**src/rtl/pw_pkg.sv**
```systemverilog
// Shared definitions for the password-lock attempt controller.
package pw_pkg;

  typedef enum logic [1:0] {
    ST_CLEAR   = 2'd0,
    ST_ARMED   = 2'd1,
    ST_LOCKOUT = 2'd2,
    ST_OPEN    = 2'd3
  } pw_state_t;

  // Number of cycles pw_fsm is held in reset after a wrong attempt.
  localparam int unsigned CLEAR_HOLD = 2;

endpackage

```
**src/rtl/pw_debounce.sv**
```systemverilog
// Button conditioner: 2-FF synchronizer, stability counter and a one-cycle
// press pulse on each accepted 0->1 transition.
module pw_debounce #(
  parameter int unsigned DEBOUNCE_CYCLES = 1_000_000
) (
  input  logic i_clk,
  input  logic i_reset,
  input  logic i_btn,
  output logic o_press
);

  localparam int unsigned CW = $clog2(DEBOUNCE_CYCLES + 1);
  localparam logic [CW-1:0] CNT_TERM = CW'(DEBOUNCE_CYCLES);

  logic          r_sync1;
  logic          r_sync2;
  logic          r_level;
  logic [CW-1:0] r_cnt;
  logic          r_press;

  // Synchronize, count disagreeing samples, flip the accepted level at the terminal count.
  always_ff @(posedge i_clk) begin
    if (i_reset) begin
      r_sync1 <= 1'b0;
      r_sync2 <= 1'b0;
      r_level <= 1'b0;
      r_cnt   <= '0;
      r_press <= 1'b0;
    end else begin
      r_sync1 <= i_btn;
      r_sync2 <= r_sync1;
      if (r_cnt == CNT_TERM) begin
        r_level <= ~r_level;
        r_cnt   <= '0;
        r_press <= ~r_level;
      end else begin
        r_press <= 1'b0;
        if (r_sync2 != r_level) begin
          r_cnt <= r_cnt + 1'b1;
        end else begin
          r_cnt <= '0;
        end
      end
    end
  end

  assign o_press = r_press;

endmodule

```
**src/rtl/pw_attempt_ctrl.sv**
```systemverilog
// Attempt controller between the enter button and pw_fsm: forwards debounced
// presses, clears pw_fsm after wrong attempts, and enforces a timed lockout
// after MAX_FAILS consecutive failures.
module pw_attempt_ctrl
  import pw_pkg::*;
#(
  parameter int unsigned DEBOUNCE_CYCLES = 1_000_000,
  parameter int unsigned MAX_FAILS       = 3,
  parameter int unsigned LOCKOUT_CYCLES  = 100_000_000
) (
  input  logic                               clk,
  input  logic                               reset,
  input  logic                               btn_enter,
  input  logic                               fsm_open,
  input  logic                               fsm_wrong,
  output logic                               fsm_enter,
  output logic                               fsm_reset_n,
  output logic                               locked_out,
  output logic                               unlocked,
  output logic [$clog2(MAX_FAILS+1)-1:0]     fail_count
);

  localparam int unsigned FW = $clog2(MAX_FAILS + 1);
  localparam int unsigned TW = $clog2(LOCKOUT_CYCLES + 1);
  localparam logic [FW-1:0] FAIL_MAX   = FW'(MAX_FAILS);
  localparam logic [TW-1:0] TIMER_LOAD = TW'(LOCKOUT_CYCLES - 1);
  localparam logic [1:0]    HOLD_LAST  = 2'(CLEAR_HOLD - 1);

  pw_state_t     r_state;
  pw_state_t     w_state_next;
  logic [FW-1:0] r_fail_count;
  logic [FW-1:0] w_fail_next;
  logic [TW-1:0] r_timer;
  logic [TW-1:0] w_timer_next;
  logic [1:0]    r_hold;
  logic [1:0]    w_hold_next;

  logic r_wrong_q, r_wrong_d, r_wrong_rise;
  logic r_open_q, r_open_d, r_open_rise;
  logic r_fsm_enter, r_fsm_reset_n, r_locked_out, r_unlocked;
  logic w_press;

  pw_debounce #(
    .DEBOUNCE_CYCLES(DEBOUNCE_CYCLES)
  ) u_debounce (
    .i_clk   (clk),
    .i_reset (reset),
    .i_btn   (btn_enter),
    .o_press (w_press)
  );

  // Register the pw_fsm flags and register their rising edges; this pipeline
  // sets the two-cycle reaction from flag edge to state change.
  always_ff @(posedge clk) begin
    if (reset) begin
      r_wrong_q    <= 1'b0;
      r_wrong_d    <= 1'b0;
      r_wrong_rise <= 1'b0;
      r_open_q     <= 1'b0;
      r_open_d     <= 1'b0;
      r_open_rise  <= 1'b0;
    end else begin
      r_wrong_q    <= fsm_wrong;
      r_wrong_d    <= r_wrong_q;
      r_wrong_rise <= r_wrong_q & ~r_wrong_d;
      r_open_q     <= fsm_open;
      r_open_d     <= r_open_q;
      r_open_rise  <= r_open_q & ~r_open_d;
    end
  end

  // State register with failure count, lockout timer and CLEAR hold counter.
  always_ff @(posedge clk) begin
    if (reset) begin
      r_state      <= ST_CLEAR;
      r_fail_count <= '0;
      r_timer      <= '0;
      r_hold       <= '0;
    end else begin
      r_state      <= w_state_next;
      r_fail_count <= w_fail_next;
      r_timer      <= w_timer_next;
      r_hold       <= w_hold_next;
    end
  end

  // Next-state logic; a wrong edge wins over a simultaneous open edge.
  always_comb begin
    w_state_next = r_state;
    w_fail_next  = r_fail_count;
    w_timer_next = r_timer;
    w_hold_next  = r_hold;
    case (r_state)
      ST_CLEAR: begin
        if (r_hold == HOLD_LAST) begin
          w_state_next = ST_ARMED;
          w_hold_next  = '0;
        end else begin
          w_hold_next = r_hold + 1'b1;
        end
      end
      ST_ARMED: begin
        if (r_wrong_rise) begin
          if (r_fail_count + 1'b1 == FAIL_MAX) begin
            w_state_next = ST_LOCKOUT;
            w_fail_next  = FAIL_MAX;
            w_timer_next = TIMER_LOAD;
          end else begin
            w_state_next = ST_CLEAR;
            w_fail_next  = r_fail_count + 1'b1;
            w_hold_next  = '0;
          end
        end else if (r_open_rise) begin
          w_state_next = ST_OPEN;
          w_fail_next  = '0;
        end
      end
      ST_LOCKOUT: begin
        if (r_timer == '0) begin
          w_state_next = ST_ARMED;
          w_fail_next  = '0;
        end else begin
          w_timer_next = r_timer - 1'b1;
        end
      end
      ST_OPEN: begin
        w_state_next = ST_OPEN;
      end
      default: begin
        w_state_next = ST_CLEAR;
      end
    endcase
  end

  // Outputs are registered from the next state so they line up with the state change.
  always_ff @(posedge clk) begin
    if (reset) begin
      r_fsm_enter   <= 1'b0;
      r_fsm_reset_n <= 1'b0;
      r_locked_out  <= 1'b0;
      r_unlocked    <= 1'b0;
    end else begin
      r_fsm_enter   <= (r_state == ST_ARMED) & w_press;
      r_fsm_reset_n <= (w_state_next == ST_ARMED) | (w_state_next == ST_OPEN);
      r_locked_out  <= (w_state_next == ST_LOCKOUT);
      r_unlocked    <= (w_state_next == ST_OPEN);
    end
  end

  assign fsm_enter   = r_fsm_enter;
  assign fsm_reset_n = r_fsm_reset_n;
  assign locked_out  = r_locked_out;
  assign unlocked    = r_unlocked;
  assign fail_count  = r_fail_count;

endmodule

```
**config.mk**
```make
export PLATFORM = sky130hd
export DESIGN_NAME = pw_attempt_ctrl
export DESIGN_NICKNAME = d
export VERILOG_FILES = /design/src/rtl/pw_pkg.sv /design/src/rtl/pw_debounce.sv /design/src/rtl/pw_attempt_ctrl.sv
export SDC_FILE = /design/constraint.sdc
export NUM_CORES = 1
export LEC_CHECK = 0
export CORE_MARGIN = 4
export CORE_UTILIZATION = 50
export CTS_BUF_LIST = sky130_fd_sc_hd__clkbuf_4 sky130_fd_sc_hd__clkbuf_8 sky130_fd_sc_hd__clkbuf_16
export DETAILED_ROUTE_END_ITERATION = 6
export DONT_BUFFER_PORTS = 1
export GPL_TIMING_DRIVEN = 0
export SYNTH_ARGS = -nofsm -noshare
export SYNTH_HDL_FRONTEND = slang
export SYNTH_HIERARCHICAL = 1
export SYNTH_SLANG_ARGS = --single-unit
```
**constraint.sdc**
```tcl
create_clock -name clk -period 5.4 [get_ports clk]
set_clock_uncertainty 0.1 [all_clocks]
set_input_delay 1.08 -clock clk [delete_from_list [all_inputs] [get_ports clk]]
set_output_delay 1.08 -clock clk [all_outputs]
set_load 0.03 [all_outputs]
```
* Word level (Yosys, flattened, before mapping)
Cells that the tools add are included.
** Word-level totals
- Flip-flop bits (word level) :: 67
- Bits of input ports :: 5
- Output and inout bits :: 6
- Word-level logic and storage cells :: 76
** Cells by class
- Add/subtract/negate cells :: 4
- Eq/ne operators :: 16
- Mux-type cells :: 19
- Bitwise operators :: 9
- Reductions and logical operators :: 9
** Operator list (count)
- $mux W27 :: 3
- $pmux W27 S2 :: 1
- $logic_not A27 Y1 :: 1
- $sub A27 B1 Y27 const B :: 1
- $mux W2 :: 12
- $add A20 B1 Y20 const B :: 1
- $eq A20 B20 Y1 const B :: 1
- $eq A2 B2 Y1 const B :: 5
- $ne A2 B2 Y1 const B :: 5
- $pmux W2 S2 :: 2
- $pmux W2 S4 :: 1
- $eq A2 B1 Y1 const B :: 3
- $reduce_and A3 Y1 :: 2
- $not A1 Y1 :: 5
- $add A2 B1 Y2 const B :: 2
- $reduce_and A4 Y1 :: 1
- $reduce_bool A2 Y1 :: 2
- $and A1 B1 Y1 :: 3
- $ne A3 B3 Y1 const B :: 1
- $reduce_or A3 Y1 :: 1
- $logic_not A2 Y1 :: 1
- $reduce_or A2 Y1 :: 1
- $ne A1 B1 Y1 :: 1
- $or A1 B1 Y1 :: 1

* Logic depth before layout (Yosys ltp)
- Depth in word-level cells :: 7
- Gate-level depth with buffers :: 9
- Mapped depth without buffers :: 7

* Modules after synthesis
The synthesis kept the hierarchy.
** By module, submodules not included
- pw_attempt_ctrl :: instances 1, cells an instance 226, area each 2060.7 µm², seq. area each 860.8 µm²
- pw_debounce :: instances 1, cells an instance 120, area each 1067.3 µm², seq. area each 480.5 µm²

* Worst setup path after synthesis
OpenSTA, ideal clock, no wires.
- Kind :: register to register
- Start :: register r_timer[16]
- End :: register r_timer[25]
- Library setup time :: 0.070 ns
- Arrival time :: 2.027 ns
- Data required time :: 5.230 ns
- Setup slack :: 3.203 ns
- Cell stages (with the launch flop) :: 6
- Path buffers :: 0
- Period minus slack after synthesis :: 2.197 ns
- Cell sequence :: dfxtp_1 > or4_4 > nand2b_4 > or4_4 > or4_1 > a21oi_1
** On the way
- Cells in the longest elaborated chain, start to end :: 3
- Elaborated cells on any way between the ends :: 6
- Those cells by class :: add/sub: 1; eq/ne: 1; mux: 2; reduce/logical: 2
** RTL lines
- start: declaration :: RTL line pw_attempt_ctrl.sv:33 : logic [TW-1:0] r_timer;
- start signal: assignment :: RTL line pw_attempt_ctrl.sv:82 : r_timer <= w_timer_next;
- $sub A27 B1 Y27 / $logic_not A27 Y1 (equally long branches) :: RTL line pw_attempt_ctrl.sv:123, pw_attempt_ctrl.sv:119
- $mux W27 / $ne A2 B2 Y1 (equally long branches)
- $pmux W27 S2 / $reduce_and A4 Y1 (equally long branches)
Parallel ways exist; a longest one is shown, timed or not. The select of a mux whose other input is x is not followed.
A chain may end at the register's enable or synchronous reset.

* Worst setup path after layout
- Start :: register r_timer[0]
- End :: register r_locked_out, in the netlist locked_out
** On the way
- Cells in the longest elaborated chain, start to end :: 4
** RTL lines
- $logic_not A27 Y1 :: RTL line pw_attempt_ctrl.sv:119 : if (r_timer == '0) begin
- $mux W2 :: RTL line pw_attempt_ctrl.sv:119
- $pmux W2 S4 :: RTL line pw_attempt_ctrl.sv:93 : case (r_state)
- $eq A2 B2 Y1 :: RTL line pw_attempt_ctrl.sv:145 : r_locked_out <= (w_state_next == ST_LOCKOUT);
- end signal: assignment :: RTL line pw_attempt_ctrl.sv:145
- end: declaration :: RTL line pw_attempt_ctrl.sv:40 : logic r_fsm_enter, r_fsm_reset_n, r_locked_out, r_unlocked;
No other way between the ends.

==> flow_metrics.py <==
metrics = {
    "outcome": {
        "status": "finished clean",
    },
    "critical_path": {
        "critPathCaptureType": "flip-flop",
        "cp_slowest_stage_delay_ps": 400,
        "required_ps": 5530,
        "criticalPathCategory": "flip-flop to flip-flop",
        "slowest_stage": "nor4b_1",
        "critPathMaxFanout": 10,
        "path_cells": "inv_1 > ha_1 > nor4b_1 > nand4_2 > o21ai_2 > buf_2 > buf_4 > o21ai_1 > and2_1",
        "crit_arrival_ps": 2880,
        "crit_path_start_kind": "flip-flop",
    },
    "global_routing": {
        "grt_usage_pct": 18.6,
        "grt_pass1_wl_um": 11300,
        "grt_overflow": 0,
        "antenna_found_initial": 0,
        "grt_pass1_vias": 2422,
        "grt_max_degree": 13,
    },
    "sta": {
        "setup_viol": 0,
        "layout_min_cycle_time_ps": 2740,
        "fmax_mhz": 365,
        "tightest_slew_ps": 523,
        "rsz0062_at_grt": "no",
        "hold_violations": 0,
        "finalCritPeriodShare_pct": 50.8,
        "slew_violations": 0,
        "fin_tns_setup_ps": 0,
        "max-slew-margin-rel_pct": 65.2,
    },
    "run": {
        "drv_cap": 0,
    },
    "logic_synthesis": {
        "synthFlopType": "dfxtp_1",
        "synth_seq_cells": 67,
        "syn_area_per_cell_um2": 9.04,
        "syn_nets": 356,
        "synth_area_mm2": 0.00313,
        "synth_edf_count": 0,
        "synth_top_area_share_pct": 42.9,
        "yosysTopAreaCell": "dfxtp_1",
        "seq_area_frac_synth_pct": 42.9,
        "synth.distinct_cells": 59,
        "syn_inst": 346,
        "async_reset_ff_share_pct": 0,
        "yosys-top-cells-area": "dfxtp_1 (43%), nor2_1 (3.6%), a21oi_1 (3.4%)",
        "yosys_warnings": 6,
    },
    "finish": {
        "drive_above_1_share_pct": 11.0,
        "area_growth_pct": 9.16,
        "mostFrequentLayoutCells": "dfxtp_1 (67), nor2_1 (30), a21oi_1 (21), or3_1 (14)",
        "layout_commonest_cell": "dfxtp_1",
        "fillers": 554,
        "seqCellArea_mm2": 0.00134,
        "fin_cells": 437,
        "num-nets-final": 367,
        "final_util_pct": 57.0,
        "postLayoutCellArea_mm2": 0.00341,
        "antennaDiodeCount": 0,
        "multi_input_area_mm2": 0.00166,
    },
    "clock_tree": {
        "cts_resized": 0,
        "clk_latency_ps": 340,
        "cts_tree": "done",
        "ctsHoldBuffers": 0,
        "cts.clk_slew.worst_paths_ps": 80,
        "clock-root-buffer": "clkbuf_8",
        "post-cts-setup-buffers": 0,
        "cts.sinks": 67,
        "cts-buffers-inserted": 9,
        "clockBufferDepth": 2,
        "cts.htree.levels": 3,
    },
    "drt": {
        "wl_um": 6260,
        "routed_via_density": 5.74,
        "drtIter0Drc": 95,
        "vias": 2507,
        "route.detailed.drc": 0,
        "wl_per_cell_um": 14.3,
        "ant_nets": 0,
        "dr.pass1.iters": 4,
    },
    "floorplanning": {
        "die_area_mm2": 0.00759,
        "die_w_um": 87.1,
        "initial_core_util_pct": 52.2,
        "num_io_pins": 11,
        "rows": 28,
        "die_h_um": 87.1,
        "core_region_area_mm2": 0.00599,
    },
    "place": {
        "place_area_mm2": 0.00322,
        "dp.cells": 421,
        "place_congestion": 0.818,
        "dp_hpwl_um": 4440,
        "io_buffer_count": 0,
    },
    "pwr": {
        "p_leak_nw": 1.19,
        "ir_worst_vdd_mv": 0.132,
        "power.density_mw_per_mm2": 276,
        "p_total_w": 0.000942,
    },
    "worst_hold_path": {
        "hold_class": "flip-flop to flip-flop",
    },
}
[state kept, by name, summed over array words and instances, names as in the netlist]
name	flops
fail_count	2
r_wrong_rise	1
locked_out	1
r_state	2
fsm_enter	1
r_open_q	1
u_debounce/r_sync2	1
u_debounce/r_level	1
u_debounce/r_cnt	20
r_hold	2
unlocked	1
r_wrong_d	1
u_debounce/o_press	1
fsm_reset_n	1
u_debounce/r_sync1	1
r_wrong_q	1
r_timer	27
r_open_d	1
r_open_rise	1
[cell usage after synthesis, drive strengths merged, types with 2 or more instances]
| cell type | number |
|---|---|
| clkbuf | 11 |
| nand3 | 8 |
| dfxtp | 67 |
| nor4b | 3 |
| a21o | 2 |
| a311oi | 2 |
| a21oi | 21 |
| nand4 | 8 |
| nor3 | 14 |
| or4 | 15 |
| or4b | 3 |
| o41ai | 4 |
| nor4 | 10 |
| nand2 | 13 |
| nor2 | 30 |
| a31oi | 11 |
| and2 | 2 |
| inv | 12 |
| o21ai | 17 |
| nand3b | 4 |
| buf | 6 |
| xor2 | 9 |
| o31ai | 8 |
| ha | 5 |
| o22ai | 2 |
| nor2b | 12 |
| a211oi | 2 |
| xnor2 | 9 |
| o31a | 2 |
| nor3b | 2 |
| or2 | 2 |
| nand2b | 4 |
| or3 | 16 |
[cells by family (layout without fill, tap and decap cells)]
logic type               after synthesis  count (layout)  synth area share (%)
AO/OA/AOI/OAI                         77              77                  15.6
XOR/XNOR                              18              18                  5.04
adder cells (fa/ha/maj)                5               5                  2.00
buffers and inverters                 29              45                  4.00
flip-flops                            67              67                  42.9
AND/OR/NAND/NOR                      150             150                  30.5
[per-stage QoR]
| step | setup slack [ps] | hold slack (ps) |
|---|---|---|
| 2_1_floorplan | 3200 | 267 |
| 3_3_place_gp | 2680 | 271 |
| 3_5_place_dp | 2710 | 275 |
| 4_1_cts | 2680 | 286 |
| 5_1_grt | 2410 | 289 |
| 6_report | 2660 | 283 |
[worst paths after layout]
check,start,end,slack [ps],depth (start not counted)
worst max-delay path,r_timer[0],locked_out,2660,9
worst max register to register,r_timer[0],locked_out,2660,9
worst min register to register,r_open_d,r_open_rise,280,1
worst min-delay path,r_open_d,r_open_rise,280,1
[area by class of cell]
class / instances / share of cell area (%)
plain buffers: 17 / 2.35
clock buffers: 9 / 3.63
clock inverters: 7 / 2.02
inverters: 12 / 1.32
multi-input cells: 250 / 48.7
flip-flops and latches: 67 / 39.3
well taps: 75 / 2.75
[where the power goes]
part	internal, W	switching, W
clock	0.000211	0.000192
sequential	0.000501	0.00000719
combinational	0.0000115	0.0000190
[routing by layer]
| layer | vias up | part of all wire [%] | GRT usage, % |
|---|---|---|---|
| li1 | 1294 | - | - |
| met1 | 1167 | 49 | 24.0 |
| met2 | 37 | 47 | 30.4 |
| met3 | 9 | 3.4 | 4.07 |
| met4 | 0 | 1.1 | 6.69 |
| met5 | - | 0 | 0 |
[critical path: cells and delay by family (launching register included)]
kind / cells / cell delay [ps]
buffers and inverters: 3 / 630
adder cells (fa/ha/maj): 1 / 150
flip-flops: 1 / 360
AND/OR/NAND/NOR: 3 / 880
AO/OA/AOI/OAI: 2 / 520
(Power assumes the default switching activity.)
